[config.mk]
export PLATFORM = sky130hd
export DESIGN_NAME = div_operand_feeder_flat
export DESIGN_NICKNAME = d
export VERILOG_FILES = /design/src/rtl/div_pkg.sv /design/src/rtl/div_operand_feeder_if.sv /design/src/rtl/div_req_fifo.sv /design/src/rtl/div_operand_feeder.sv /design/src/flat_wrapper.sv
export SDC_FILE = /design/constraint.sdc
export NUM_CORES = 1
export LEC_CHECK = 0
export ABC_AREA = 1
export BUFFER_PORTS_ARGS = -buffer_cell sky130_fd_sc_hd__buf_2
export CORE_ASPECT_RATIO = 0.75
export CORE_UTILIZATION = 40
export CTS_CLUSTER_DIAMETER = 100
export DETAILED_ROUTE_END_ITERATION = 10
export SETUP_SLACK_MARGIN = 0.3
export SLEW_MARGIN = 15
export SYNTH_ARGS = -nofsm -noshare
export SYNTH_HDL_FRONTEND = slang
export SYNTH_HIERARCHICAL = 1
export SYNTH_SLANG_ARGS = --single-unit
[constraint.sdc]
create_clock -name clk -period 2.75 [get_ports clk]
set_input_delay 0.55 -clock clk [delete_from_list [all_inputs] [get_ports clk]]
set_output_delay 0.55 -clock clk [all_outputs]
set_load 0.05 [all_outputs]
[src/rtl/div_pkg.sv]
// Shared types for the divider operand feeder: operand widths, request payload
// and feeder FSM encoding.
package div_pkg;

  localparam int unsigned DIVIDEND_W = 16;
  localparam int unsigned DIVISOR_W  = 8;
  localparam int unsigned REQ_W      = DIVIDEND_W + DIVISOR_W;

  typedef struct packed {
    logic [DIVIDEND_W-1:0] dividend;
    logic [DIVISOR_W-1:0]  divisor;
  } div_req_t;

  typedef enum logic [1:0] {
    IDLE   = 2'd0,
    LAUNCH = 2'd1,
    WAIT   = 2'd2
  } feed_state_t;

endpackage

[src/rtl/div_operand_feeder_if.sv]
// Producer-side valid/ready request channel carrying one dividend/divisor pair.
interface div_operand_feeder_if;
  import div_pkg::*;

  logic                  in_valid;
  logic                  in_ready;
  logic [DIVIDEND_W-1:0] in_dividend;
  logic [DIVISOR_W-1:0]  in_divisor;

  modport master (output in_valid, output in_dividend, output in_divisor, input in_ready);
  modport slave  (input in_valid, input in_dividend, input in_divisor, output in_ready);

endinterface

[src/rtl/div_req_fifo.sv]
// Synchronous request FIFO; head is read straight from the storage registers so
// a freshly pushed entry becomes visible one cycle after the push.
module div_req_fifo #(
  parameter int unsigned DEPTH = 4,
  parameter int unsigned WIDTH = 24
) (
  input  logic                   clk,
  input  logic                   reset,
  input  logic                   push,
  input  logic                   pop,
  input  logic [WIDTH-1:0]       wdata,
  output logic [WIDTH-1:0]       head,
  output logic                   full,
  output logic                   empty,
  output logic [$clog2(DEPTH):0] level
);

  localparam int unsigned PTR_W = $clog2(DEPTH);
  localparam int unsigned LVL_W = PTR_W + 1;

  logic [WIDTH-1:0] mem [DEPTH];
  logic [PTR_W-1:0] wr_ptr;
  logic [PTR_W-1:0] rd_ptr;
  logic [LVL_W-1:0] cnt;
  logic             do_push;
  logic             do_pop;

  assign do_push = push && !full;
  assign do_pop  = pop && !empty;

  // Pointers wrap naturally because DEPTH is a power of two.
  always_ff @(posedge clk or negedge reset) begin
    if (!reset) begin
      wr_ptr <= '0;
      rd_ptr <= '0;
      cnt    <= '0;
    end else begin
      if (do_push) wr_ptr <= wr_ptr + PTR_W'(1);
      if (do_pop)  rd_ptr <= rd_ptr + PTR_W'(1);
      if (do_push && !do_pop)      cnt <= cnt + LVL_W'(1);
      else if (!do_push && do_pop) cnt <= cnt - LVL_W'(1);
    end
  end

  always_ff @(posedge clk) begin
    if (do_push) mem[wr_ptr] <= wdata;
  end

  assign head  = mem[rd_ptr];
  assign full  = (cnt == LVL_W'(DEPTH));
  assign empty = (cnt == '0);
  assign level = cnt;

endmodule

[src/rtl/div_operand_feeder.sv]
// Queues dividend/divisor pairs and launches them one at a time into the
// restoring divider, retiring each job on done, error, zero divisor or timeout.
module div_operand_feeder
  import div_pkg::*;
#(
  parameter int unsigned DEPTH        = 4,
  parameter int unsigned START_CYCLES = 2,
  parameter int unsigned TIMEOUT      = 64
) (
  input  logic                   clk,
  input  logic                   reset,
  div_operand_feeder_if.slave    req_if,
  output logic [DIVIDEND_W-1:0]  Dividend,
  output logic [DIVISOR_W-1:0]   Divisor,
  output logic                   div_start,
  input  logic                   div_done,
  input  logic                   div_error,
  output logic                   busy,
  output logic                   job_done,
  output logic                   job_error,
  output logic                   job_zero,
  output logic                   job_timeout,
  output logic [$clog2(DEPTH):0] level
);

  localparam int unsigned SC_W = 2;
  localparam int unsigned WD_W = 8;

  feed_state_t     state, state_nxt;
  logic [SC_W-1:0] start_cnt, start_cnt_nxt;
  logic [WD_W-1:0] wd_cnt, wd_cnt_nxt;
  logic            pop_c;
  logic            load_c;
  logic            done_nxt, error_nxt, zero_nxt, timeout_nxt;
  logic            full, empty;
  div_req_t        head;
  div_req_t        push_req;

  assign push_req        = {req_if.in_dividend, req_if.in_divisor};
  assign req_if.in_ready = !full;

  div_req_fifo #(
    .DEPTH (DEPTH),
    .WIDTH (REQ_W)
  ) u_fifo (
    .clk   (clk),
    .reset (reset),
    .push  (req_if.in_valid),
    .pop   (pop_c),
    .wdata (push_req),
    .head  (head),
    .full  (full),
    .empty (empty),
    .level (level)
  );

  // Next-state, counters and job outcome decode.
  always_comb begin
    state_nxt     = state;
    start_cnt_nxt = start_cnt;
    wd_cnt_nxt    = wd_cnt;
    pop_c         = 1'b0;
    load_c        = 1'b0;
    done_nxt      = 1'b0;
    error_nxt     = 1'b0;
    zero_nxt      = 1'b0;
    timeout_nxt   = 1'b0;
    case (state)
      IDLE: begin
        if (!empty) begin
          pop_c = 1'b1;
          if (head.divisor == '0) begin
            zero_nxt = 1'b1;
          end else begin
            load_c        = 1'b1;
            start_cnt_nxt = '0;
            state_nxt     = LAUNCH;
          end
        end
      end
      LAUNCH: begin
        if (start_cnt == SC_W'(START_CYCLES - 1)) begin
          wd_cnt_nxt = '0;
          state_nxt  = WAIT;
        end else begin
          start_cnt_nxt = start_cnt + SC_W'(1);
        end
      end
      WAIT: begin
        wd_cnt_nxt = wd_cnt + WD_W'(1);
        // First WAIT cycle blanks stale flags left over from the previous job.
        if (wd_cnt != '0) begin
          if (div_error) begin
            error_nxt = 1'b1;
            state_nxt = IDLE;
          end else if (div_done) begin
            done_nxt  = 1'b1;
            state_nxt = IDLE;
          end else if (wd_cnt == WD_W'(TIMEOUT - 1)) begin
            timeout_nxt = 1'b1;
            state_nxt   = IDLE;
          end
        end
      end
      default: state_nxt = IDLE;
    endcase
  end

  always_ff @(posedge clk or negedge reset) begin
    if (!reset) begin
      state       <= IDLE;
      start_cnt   <= '0;
      wd_cnt      <= '0;
      Dividend    <= '0;
      Divisor     <= '0;
      div_start   <= 1'b0;
      busy        <= 1'b0;
      job_done    <= 1'b0;
      job_error   <= 1'b0;
      job_zero    <= 1'b0;
      job_timeout <= 1'b0;
    end else begin
      state       <= state_nxt;
      start_cnt   <= start_cnt_nxt;
      wd_cnt      <= wd_cnt_nxt;
      div_start   <= (state_nxt == LAUNCH);
      busy        <= (state_nxt != IDLE);
      job_done    <= done_nxt;
      job_error   <= error_nxt;
      job_zero    <= zero_nxt;
      job_timeout <= timeout_nxt;
      if (load_c) begin
        Dividend <= head.dividend;
        Divisor  <= head.divisor;
      end
    end
  end

endmodule

[src/flat_wrapper.sv]
// flat-port wrapper written by rule: the top's interface ports become plain ports
module div_operand_feeder_flat import div_pkg::*;
#(
  parameter int unsigned DEPTH        = 4,
  parameter int unsigned START_CYCLES = 2,
  parameter int unsigned TIMEOUT      = 64
)
  (clk, reset, Dividend, Divisor, div_start, div_done, div_error, busy, job_done, job_error, job_zero, job_timeout, level, req_if_in_valid, req_if_in_dividend, req_if_in_divisor, req_if_in_ready);
  div_operand_feeder_if req_if_i ();
  input  logic clk;
  input  logic reset;
  output logic [DIVIDEND_W-1:0] Dividend;
  output logic [DIVISOR_W-1:0] Divisor;
  output logic div_start;
  input  logic div_done;
  input  logic div_error;
  output logic busy;
  output logic job_done;
  output logic job_error;
  output logic job_zero;
  output logic job_timeout;
  output logic [$clog2(DEPTH):0] level;
  input wire logic [$bits(req_if_i.in_valid)-1:0] req_if_in_valid;
  input wire logic [$bits(req_if_i.in_dividend)-1:0] req_if_in_dividend;
  input wire logic [$bits(req_if_i.in_divisor)-1:0] req_if_in_divisor;
  output wire logic [$bits(req_if_i.in_ready)-1:0] req_if_in_ready;
  assign req_if_i.in_valid = req_if_in_valid;
  assign req_if_i.in_dividend = req_if_in_dividend;
  assign req_if_i.in_divisor = req_if_in_divisor;
  assign req_if_in_ready = req_if_i.in_ready;
  div_operand_feeder #(.DEPTH(DEPTH), .START_CYCLES(START_CYCLES), .TIMEOUT(TIMEOUT)) u_core (.clk(clk), .reset(reset), .req_if(req_if_i), .Dividend(Dividend), .Divisor(Divisor), .div_start(div_start), .div_done(div_done), .div_error(div_error), .busy(busy), .job_done(job_done), .job_error(job_error), .job_zero(job_zero), .job_timeout(job_timeout), .level(level));
endmodule
==> flow_metrics.py, run 1 <==
metrics = {
    "run_status": {
        "outcome": "completed",
    },
    "placed_design": {
        "place.gp.congestion": 0.7863,
        "portBuffers": 62,
        "place_hpwl_um": 8080,
    },
    "synth": {
        "yosysTopAreaCell": "edfxtp_1",
        "synth_nets": 603,
        "avgSynthCellArea_sq_um": 11.05,
        "synth_area_leaders": "edfxtp_1 (46%), dfrtp_1 (20%), nand2_1 (11%)",
        "synth_edf_count": 96,
        "ys_seq_area_share_pct": 65.81,
        "synth-async-reset-ratio_pct": 33.79,
        "synth_cells": 565,
        "synth_cell_types": 29,
        "netlist_area_sq_um": 6243,
        "yosysMostFrequentCell": "nand2_1",
        "ys_warn_count": 6,
        "synth_common_cells": "nand2_1 (185), edfxtp_1 (96), inv_1 (86)",
        "ys_ff_latch": 145,
        "synth_ff_type": "edfxtp_1",
        "yosys.area.top_type_share_pct": 46.17,
    },
    "cts": {
        "clockRootBuffer": "clkbuf_16",
        "clockBufferDepth": 2,
        "cts_hold_buffers": 0,
        "cts_made_buffers": 17,
        "htree_levels": 4,
        "clkLatencyLatePin_ns": 0.42,
        "clk_pin_slew_ns": 0.06,
        "cts_setup_buffers": 0,
        "cts.sinks": 145,
        "cts_tree": "yes",
    },
    "floorplan": {
        "dieArea_sq_um": 16120,
        "io_pins": 63,
        "chipHeight_um": 110.2,
        "rows": 39,
        "coreArea_sq_um": 15220,
        "initial_core_util_pct": 41.01,
        "fp.dieW_um": 146.3,
    },
    "timing": {
        "fmax_ghz": 0.4659,
        "hold_violations": 0,
        "post-route-period-util_pct": 78.04,
        "worst_slew_pin_slew_ns": 0.5795,
        "drv_slew": 0,
        "finClkSkew_ns": 0.009282,
        "tns_ns": 0,
        "setup_violations": 0,
        "relSlewSlack_pct": 61.32,
        "min_period_ns": 2.146,
        "rsz0062_at_grt": "no",
    },
    "critical_path": {
        "arrival_ns": 2.45,
        "crit_path_max_fanout": 35,
        "path_class": "reg2reg",
        "cp-end-kind": "flip-flop",
        "critPathLaunchType": "flip-flop",
        "r2r_cells": 10,
        "cp.required_ns": 3.05,
    },
    "layout": {
        "syn2layout_area_growth_pct": 17.70,
        "multi_input_area_sq_um": 1650,
        "antenna_cells": 0,
        "drive_gt1_share_pct": 22.70,
        "fillerInstances": 1406,
        "fin_nets": 677,
        "ff_latch_area_sq_um": 4109,
    },
    "drt": {
        "routedWlPerCell_um": 14.63,
        "drtIter0Drc": 159,
        "via_per_inst": 4.681,
        "met3_wirelength_um": 541,
        "met2_length_um": 5656,
        "firstDrtPassIters": 4,
        "wl_met1_um": 6140,
        "drc": 0,
        "antenna_left": 0,
        "num_vias": 4012,
        "wl_um": 12540,
        "top_layer": "met4",
    },
    "global_routing": {
        "grt_max_degree": 37,
        "grt_antenna_before_repair": 0,
        "grt_pass1_vias": 3799,
        "grt.total_usage_pct": 17.16,
        "grt_overflow_total": 0,
        "grt_pass1_wl_um": 20390,
    },
    "job": {
        "maxCapViolations": 0,
    },
    "min_path": {
        "hold_path_class": "in2async",
    },
    "power": {
        "vdd_drop_max_mv": 0.6026,
        "intPower_mw": 5.153,
        "pwr-share-comb_pct": 38.9,
        "p_total_mw": 8.915,
        "clock_power_share_pct": 25.1,
        "switchingPower_mw": 3.762,
        "p_sw_share_pct": 42.20,
        "pwr-share-seq_pct": 36.0,
        "p_leak_nw": 3.346,
        "p_per_area_nw_per_um2": 1213,
    },
}
-- final timing paths --
| check | start | end | slack [ns] |
|---|---|---|---|
| hold reg to reg | u_core/Dividend[8] | u_core/Dividend[8] | 0.48 |
| setup reg to reg | u_core/u_fifo/rd_ptr[0] | u_core/busy | 0.60 |
| max in group asynchronous | reset | u_core/Divisor[3] | 2.08 |
| hold / removal | reset | u_core/Dividend[0] | 0.04 |
| setup / recovery | u_core/u_fifo/rd_ptr[0] | u_core/busy | 0.60 |
| min in group clk | div_done | u_core/job_timeout | 0.32 |
-- power by group through the flow --
stage / Sequential (mW) / Combinational, mW / Clock, mW
6_report: 3.21 / 3.47 / 2.24
3_3_place_gp: 3.23 / 3.40 / 0
2_1_floorplan: 3.91 / 2.00 / 0
3_5_place_dp: 3.25 / 3.47 / 0
5_1_grt: 3.26 / 3.86 / 2.39
4_1_cts: 3.21 / 3.48 / 2.29
-- cell families after synthesis --
kind of cell	after synthesis	synth area share, %
xor gates and xnor gates	1	0.1403
DFF	145	65.81
AOI/OAI and AO/OA	65	9.179
adders and majority gates	9	1.924
and+or+nand+nor	233	14.93
buffers and inverters	112	8.016
-- layout make-up --
class / instances / share of cell area [%]
Tap cell: 205 / 3.491
Inverter: 93 / 4.819
Clock inverter: 14 / 1.992
Timing Repair Buffer: 73 / 5.347
Sequential cell: 145 / 55.92
Multi-Input combinational cell: 309 / 22.46
Clock buffer: 18 / 5.976
-- timing repair --
| action | 4_1_cts | 5_1_grt |
|---|---|---|
| endpoints found under the setup margin | 0 | 25 |
| resized for setup | 0 | 2 |
| hold endpoints to repair | 0 | 0 |
-- per-layer routing --
metal / vias to the layer above / GRT usage [%]
met3: 16 / 4.609
met4: 0 / 6.920
met2: 88 / 26.39
met1: 1905 / 23.27
met5: - / 0
li1: 2003 / -
-- critical path: stages (launching register included) --
cell	delay [ns]
dfrtp_1	0.42
inv_4	0.30
nand2_1	0.10
o211ai_1	0.11
nand2_1	0.11
nor2_1	0.14
nand3_2	0.12
nor2_1	0.27
nor2_4	0.16
nor2_1	0.21
nand2_1	0.08
-- placed cells by master (no fill, tap or decap), drive strengths merged --
cell type  count
a21oi          1
xnor2          1
nand4          1
inv          100
o22ai          1
nor4           1
bufinv         1
ha             8
edfxtp        96
nand3         16
nor2          26
fa             1
nand2        186
or2            2
clkinv         5
clkbuf        18
nor3           2
o211ai        48
clkinvlp       1
o21ai         15
buf           73
dfrtp         49
-- sequential cells by signal, summed over array words and instances, names as in the netlist --
| name | count |
|---|---|
| u_core/state | 2 |
| u_core/u_fifo/level | 3 |
| u_core/u_fifo/rd_ptr | 2 |
| u_core/div_start | 1 |
| u_core/job_error | 1 |
| u_core/busy | 1 |
| u_core/job_zero | 1 |
| u_core/job_done | 1 |
| u_core/wd_cnt | 8 |
| u_core/u_fifo/wr_ptr | 2 |
| u_core/Divisor | 8 |
| u_core/u_fifo/mem | 96 |
| u_core/job_timeout | 1 |
| u_core/Dividend | 16 |
| u_core/start_cnt | 2 |
-- metrics by stage --
step | hold WS [ns] | cell area, sq um | std cells | utilization [%] | worst slack [ns]
after global placement | 0.4628 | 6754 | 824 | 44.36 | 0.5926
after global routing | 0.05548 | 7348 | 857 | 48.27 | 0.3177
final | 0.03772 | 7348 | 857 | 48.27 | 0.6038
after detailed placement | 0.4672 | 6754 | 824 | 44.36 | 0.4908
after CTS | 0.04481 | 7340 | 856 | 48.21 | 0.4563
after floorplan | 0.2544 | 6243 | 565 | - | 0.2625
No activity file was read; power rests on OpenSTA's default activity.
==> run 2: changes to the inputs <==
clock period = 1.8 ns   (was 2.75 ns; I/O delays follow)
==> run 2 against run 1 <==
  * The run now ends with setup timing left
  * Sequential share of layout area fell by 4.5 points
  * Via count rose by 5.8%
  * First-iteration DRC count rose by 67%
  * Critical path type unchanged
  * Critical endpoint is now u_core/Divisor[5]
==> flow_metrics.py, run 2 (synthesis gave the netlist of run 1 again) <==
metrics = {
    "run_status": {
        "outcome": "finished, violations left",
        "violations": "setup timing",
    },
    "cts": {
        "htree_levels": 4,
        "cts_made_buffers": 17,
        "cts_tree": "yes",
        "clockRootBuffer": "clkbuf_16",
        "cts.sinks": 145,
        "clockBufferDepth": 2,
        "clk_pin_slew_ns": 0.06,
        "clkLatencyLatePin_ns": 0.42,
    },
    "global_routing": {
        "grt_antenna_before_repair": 1,
        "grt.total_usage_pct": 17.71,
        "grt_pass1_vias": 4178,
        "grt_overflow_total": 0,
        "grt_pass1_wl_um": 21330,
        "grt_max_degree": 50,
    },
    "min_path": {
        "hold_path_class": "in2reg",
    },
    "timing": {
        "finClkSkew_ns": 0.01240,
        "rsz0062_at_grt": "yes",
        "setup_violations": 28,
        "relSlewSlack_pct": 73.59,
        "worst_slew_pin_slew_ns": 0.3958,
        "worst_slack_ns": -0.07628,
        "fmax_ghz": 0.5330,
        "whs_ns": 0.1314,
        "min_period_ns": 1.876,
        "hold_violations": 0,
        "post-route-period-util_pct": 104.2,
        "drv_slew": 0,
    },
    "drt": {
        "routedWlPerCell_um": 15.29,
        "drtIter0Drc": 266,
        "via_per_inst": 4.742,
        "firstDrtPassIters": 4,
        "antenna_left": 0,
        "drc": 0,
        "num_vias": 4244,
        "wl_um": 13690,
    },
    "layout": {
        "layout.cells.most_common_list": "nand2_1 (172), edfxtp_1 (96), inv_1 (80)",
        "fin_nets": 715,
        "largest_reg_flops": 96,
        "design_area_sq_um": 8006,
        "multi_input_area_sq_um": 1818,
        "top_register": "u_core/u_fifo/mem",
        "top_regs": "u_core/u_fifo/mem x96, u_core/Dividend x16",
        "antenna_cells": 0,
        "final_common_cell": "nand2_1",
        "syn2layout_area_growth_pct": 28.24,
        "ff_latch_area_sq_um": 4113,
        "fillerInstances": 1354,
        "drive_gt1_share_pct": 31.45,
    },
    "critical_path": {
        "cp_cell_sequence": "inv_4 -> buf_12 -> nand2_1 -> o211ai_1 -> nand2_1 -> nor2_1 -> nand2_2 -> o21ai_4 -> buf_2 -> nand2_1 -> nand2_1",
        "critPathLaunchType": "flip-flop",
        "cp.required_ns": 2.15,
        "crit_path_max_fanout": 18,
        "cp-end-kind": "flip-flop",
        "arrival_ns": 2.23,
        "path_class": "reg2reg",
        "cpMostUsedCell": "nand2_1",
        "slowest_delay_ns": 0.42,
        "crit_slowest_cell": "dfrtp_1",
    },
    "floorplan": {
        "initial_core_util_pct": 41.01,
        "io_pins": 63,
        "rows": 39,
        "coreArea_sq_um": 15220,
        "fp.dieW_um": 146.3,
        "dieArea_sq_um": 16120,
        "chipHeight_um": 110.2,
    },
    "power": {
        "vdd_drop_max_mv": 0.8191,
        "p_total_mw": 15.41,
        "p_leak_nw": 3.594,
        "p_per_area_nw_per_um2": 1925,
    },
    "job": {
        "maxCapViolations": 0,
    },
    "placed_design": {
        "place_ws_ns": -0.2133,
        "portBuffers": 62,
        "placed_area_sq_um": 7074,
        "place.gp.congestion": 0.7680,
        "place_hpwl_um": 8103,
    },
}
## run 2: cell types whose count changed in the layout (fill, tap and decap cells not counted), sizes merged
cell	change
buf	+35
inv	-1
clkinv	-3
clkinvlp	+2
dlygate4sd3	+1
bufinv	+2
nor2	+2
## run 2: stage by stage
step           utilization [%]  TNS [ns]  instances
4_1_cts                  51.36    -1.110        879
5_1_grt                  52.59    -4.032        895
2_1_floorplan                -   -0.1322        565
3_5_place_dp             46.47    -4.463        843
6_report                 52.59    -1.362        895
3_3_place_gp             46.47    -1.354        843
## run 2: path summary, 6_finish.rpt
kind	from	end	slack (ns)	cells past startpoint
min in group asynchronous	reset	u_core/Divisor[0]	0.47	3
min reg2reg	u_core/Dividend[10]	u_core/Dividend[10]	0.48	2
max reg2reg	u_core/u_fifo/rd_ptr[0]	u_core/Divisor[5]	-0.08	11
min	div_done	u_core/job_timeout	0.13	2
max in group asynchronous	reset	u_core/u_fifo/level[0]	1.06	3
max	u_core/u_fifo/rd_ptr[0]	u_core/Divisor[5]	-0.08	11
## run 2: area by class of cell
| type | instances | share of cell area, % |
|---|---|---|
| Inverter | 93 | 4.548 |
| Clock inverter | 14 | 2.469 |
| Multi-Input combinational cell | 311 | 22.71 |
| Timing Repair Buffer | 109 | 10.35 |
| Clock buffer | 18 | 5.360 |
| Sequential cell | 145 | 51.37 |
| Tap cell | 205 | 3.204 |
## run 2: timing repair
item | in CTS | in global routing
pin swaps | 4 | 19
buffers inserted | 2 | 13
endpoints found under the setup margin | 35 | 42
gates resized for setup | 26 | 19
cloned | 1 | 3
hold buffers | 1 | 0
endpoints found under the hold margin | 49 | 0
## run 2: metal layers
metal	wire [um]	vias up	global-route usage, %
li1	-	2077	-
met1	6456	2053	22.65
met2	6373	101	29.05
met3	664	11	4.774
met4	178	2	6.920
met5	13	-	0
## run 2: worst max-delay path, delay by kind of cell (launching register included)
kind                   cells  cell delay [ns]
and+or+nand+nor            6             0.59
buffers and inverters      3             0.46
DFF                        1             0.42
AOI/OAI and AO/OA          2             0.33
## run 2: power by group
part	switching, mW	total, mW	internal, mW
sequential	0.403	4.88	4.48
clock	1.48	3.72	2.24
combinational	4.43	6.81	2.37
==> run 3: changes to the inputs <==
SKIP_CTS_REPAIR_TIMING = 1   (was not set)
SLEW_MARGIN = 0   (was 15)
==> run 3 against run 2 <==
  * The flow still finishes with violations (setup timing)
  * Register-to-register slack improved by 0.02 ns
  * Clock skew is 0.0020 ns higher
  * Hold slack improved by 0.0049 ns
  * Total power is essentially flat
  * Critical path type unchanged
  * Cell count is the same
  * Global-route usage is 0.39 points lower
  * First-iteration DRC count decreased by 4.1%
  * Sequential share of layout area is 0.072 points higher
==> flow_metrics.py, run 3 (synthesis gave the netlist of run 1 again) <==
metrics = {
    "cts": {
        "htree_levels": 4,
        "cts.sinks": 145,
        "cts_tree": "yes",
        "clk_pin_slew_ns": 0.06,
        "clockRootBuffer": "clkbuf_16",
        "cts_made_buffers": 17,
        "clkLatencyLatePin_ns": 0.41,
        "clockBufferDepth": 2,
    },
    "min_path": {
        "hold_path_class": "in2reg",
    },
    "floorplan": {
        "io_pins": 63,
        "chipHeight_um": 110.2,
        "coreArea_sq_um": 15220,
        "initial_core_util_pct": 41.01,
        "dieArea_sq_um": 16120,
        "rows": 39,
        "fp.dieW_um": 146.3,
    },
    "global_routing": {
        "grt_max_degree": 50,
        "grt_pass1_wl_um": 20960,
        "grt.total_usage_pct": 17.32,
        "grt_pass1_vias": 4123,
        "grt_antenna_before_repair": 1,
        "grt_overflow_total": 0,
    },
    "run_status": {
        "violations": "setup timing",
        "outcome": "finished, violations left",
    },
    "drt": {
        "num_vias": 4204,
        "drc": 0,
        "antenna_left": 0,
        "via_per_inst": 4.697,
        "routedWlPerCell_um": 15.02,
        "drtIter0Drc": 255,
        "wl_um": 13440,
        "firstDrtPassIters": 4,
    },
    "timing": {
        "worst_slew_pin_slew_ns": 0.3997,
        "fmax_ghz": 0.5381,
        "relSlewSlack_pct": 73.32,
        "finClkSkew_ns": 0.01439,
        "hold_violations": 0,
        "tns_ns": -0.3534,
        "worst_slack_ns": -0.05836,
        "post-route-period-util_pct": 103.2,
        "rsz0062_at_grt": "yes",
        "setup_violations": 19,
        "whs_ns": 0.1363,
        "drv_slew": 0,
        "min_period_ns": 1.858,
    },
    "layout": {
        "drive_gt1_share_pct": 31.59,
        "fin_cells": 895,
        "largest_reg_flops": 96,
        "final_common_cell": "nand2_1",
        "top_register": "u_core/u_fifo/mem",
        "syn2layout_area_growth_pct": 28.06,
        "antenna_cells": 0,
        "post-route-util_pct": 52.51,
        "layout.cells.most_common_list": "nand2_1 (168), edfxtp_1 (96), inv_1 (81)",
        "design_area_sq_um": 7995,
        "fin_nets": 715,
        "top_regs": "u_core/u_fifo/mem x96, u_core/Dividend x16",
    },
    "power": {
        "pwr-share-comb_pct": 44.2,
        "p_per_area_nw_per_um2": 1926,
        "switchingPower_mw": 6.278,
        "p_sw_share_pct": 40.77,
        "vdd_drop_max_mv": 0.8190,
        "pwr-share-seq_pct": 31.7,
        "clock_power_share_pct": 24.1,
        "p_leak_nw": 3.598,
        "intPower_mw": 9.120,
        "p_total_mw": 15.40,
    },
    "critical_path": {
        "crit_path_max_fanout": 18,
        "cp.required_ns": 2.10,
        "path_class": "reg2reg",
        "arrival_ns": 2.16,
        "cp-end-kind": "flip-flop",
        "critPathLaunchType": "flip-flop",
    },
    "placed_design": {
        "place_ws_ns": -0.2133,
        "placed_area_sq_um": 7074,
        "dp_cells": 843,
        "place.gp.congestion": 0.7680,
        "place_hpwl_um": 8103,
        "portBuffers": 62,
    },
    "job": {
        "maxCapViolations": 0,
    },
}
==> run 3: power groups by stage <==
stage / Clock, mW / Sequential, mW / Combinational (mW)
after floorplan: 0 / 5.98 / 3.24
after global placement: 0 / 4.90 / 5.91
after detailed placement: 0 / 4.92 / 6.07
after CTS: 3.79 / 4.87 / 6.10
after global routing: 3.94 / 4.97 / 7.44
final: 3.71 / 4.88 / 6.80
==> run 3: final cells by class <==
| type | instances | area (sq um) |
|---|---|---|
| clock buffer | 18 | 429.2 |
| tap | 205 | 256.5 |
| inverter | 93 | 364.1 |
| fill | 1361 | 7229 |
| clock inverter | 14 | 197.7 |
| sequential | 145 | 4113 |
| timing repair buffer | 110 | 828.3 |
| multi-input combinational | 310 | 1807 |
==> run 3: routing by layer <==
layer	GRT usage [%]	vias up	wire length, um	share of wire [%]
li1	-	2082	-	-
met5	0	-	13	0.097
met2	29.05	85	6349	47
met4	4.985	2	70	0.52
met3	5.144	8	761	5.7
met1	21.97	2027	6244	46
==> run 3: worst paths after layout <==
kind                                         start  slack, ns  depth (start not counted)                     end
min in group asynchronous                    reset       0.48                          3       u_core/Divisor[2]
hold reg to reg                  u_core/Divisor[2]       0.48                          2       u_core/Divisor[2]
max in group asynchronous                    reset       1.06                          3  u_core/u_fifo/level[0]
hold / removal                            div_done       0.14                          2      u_core/job_timeout
setup reg to reg           u_core/u_fifo/rd_ptr[0]      -0.06                         12             u_core/busy
setup / recovery           u_core/u_fifo/rd_ptr[0]      -0.06                         12             u_core/busy
==> run 3: critical path, cell delays in order, from the launching register on <==
cell and delay (ns):
dfrtp_1 0.41, inv_4 0.10, buf_12 0.15, nand2_1 0.05, o211ai_1 0.08, nand2_1 0.10, nor2_1 0.17, nand2_2 0.13
nor2_4 0.18, buf_4 0.14, nor2_4 0.06, nor2_4 0.11, nand2_1 0.06
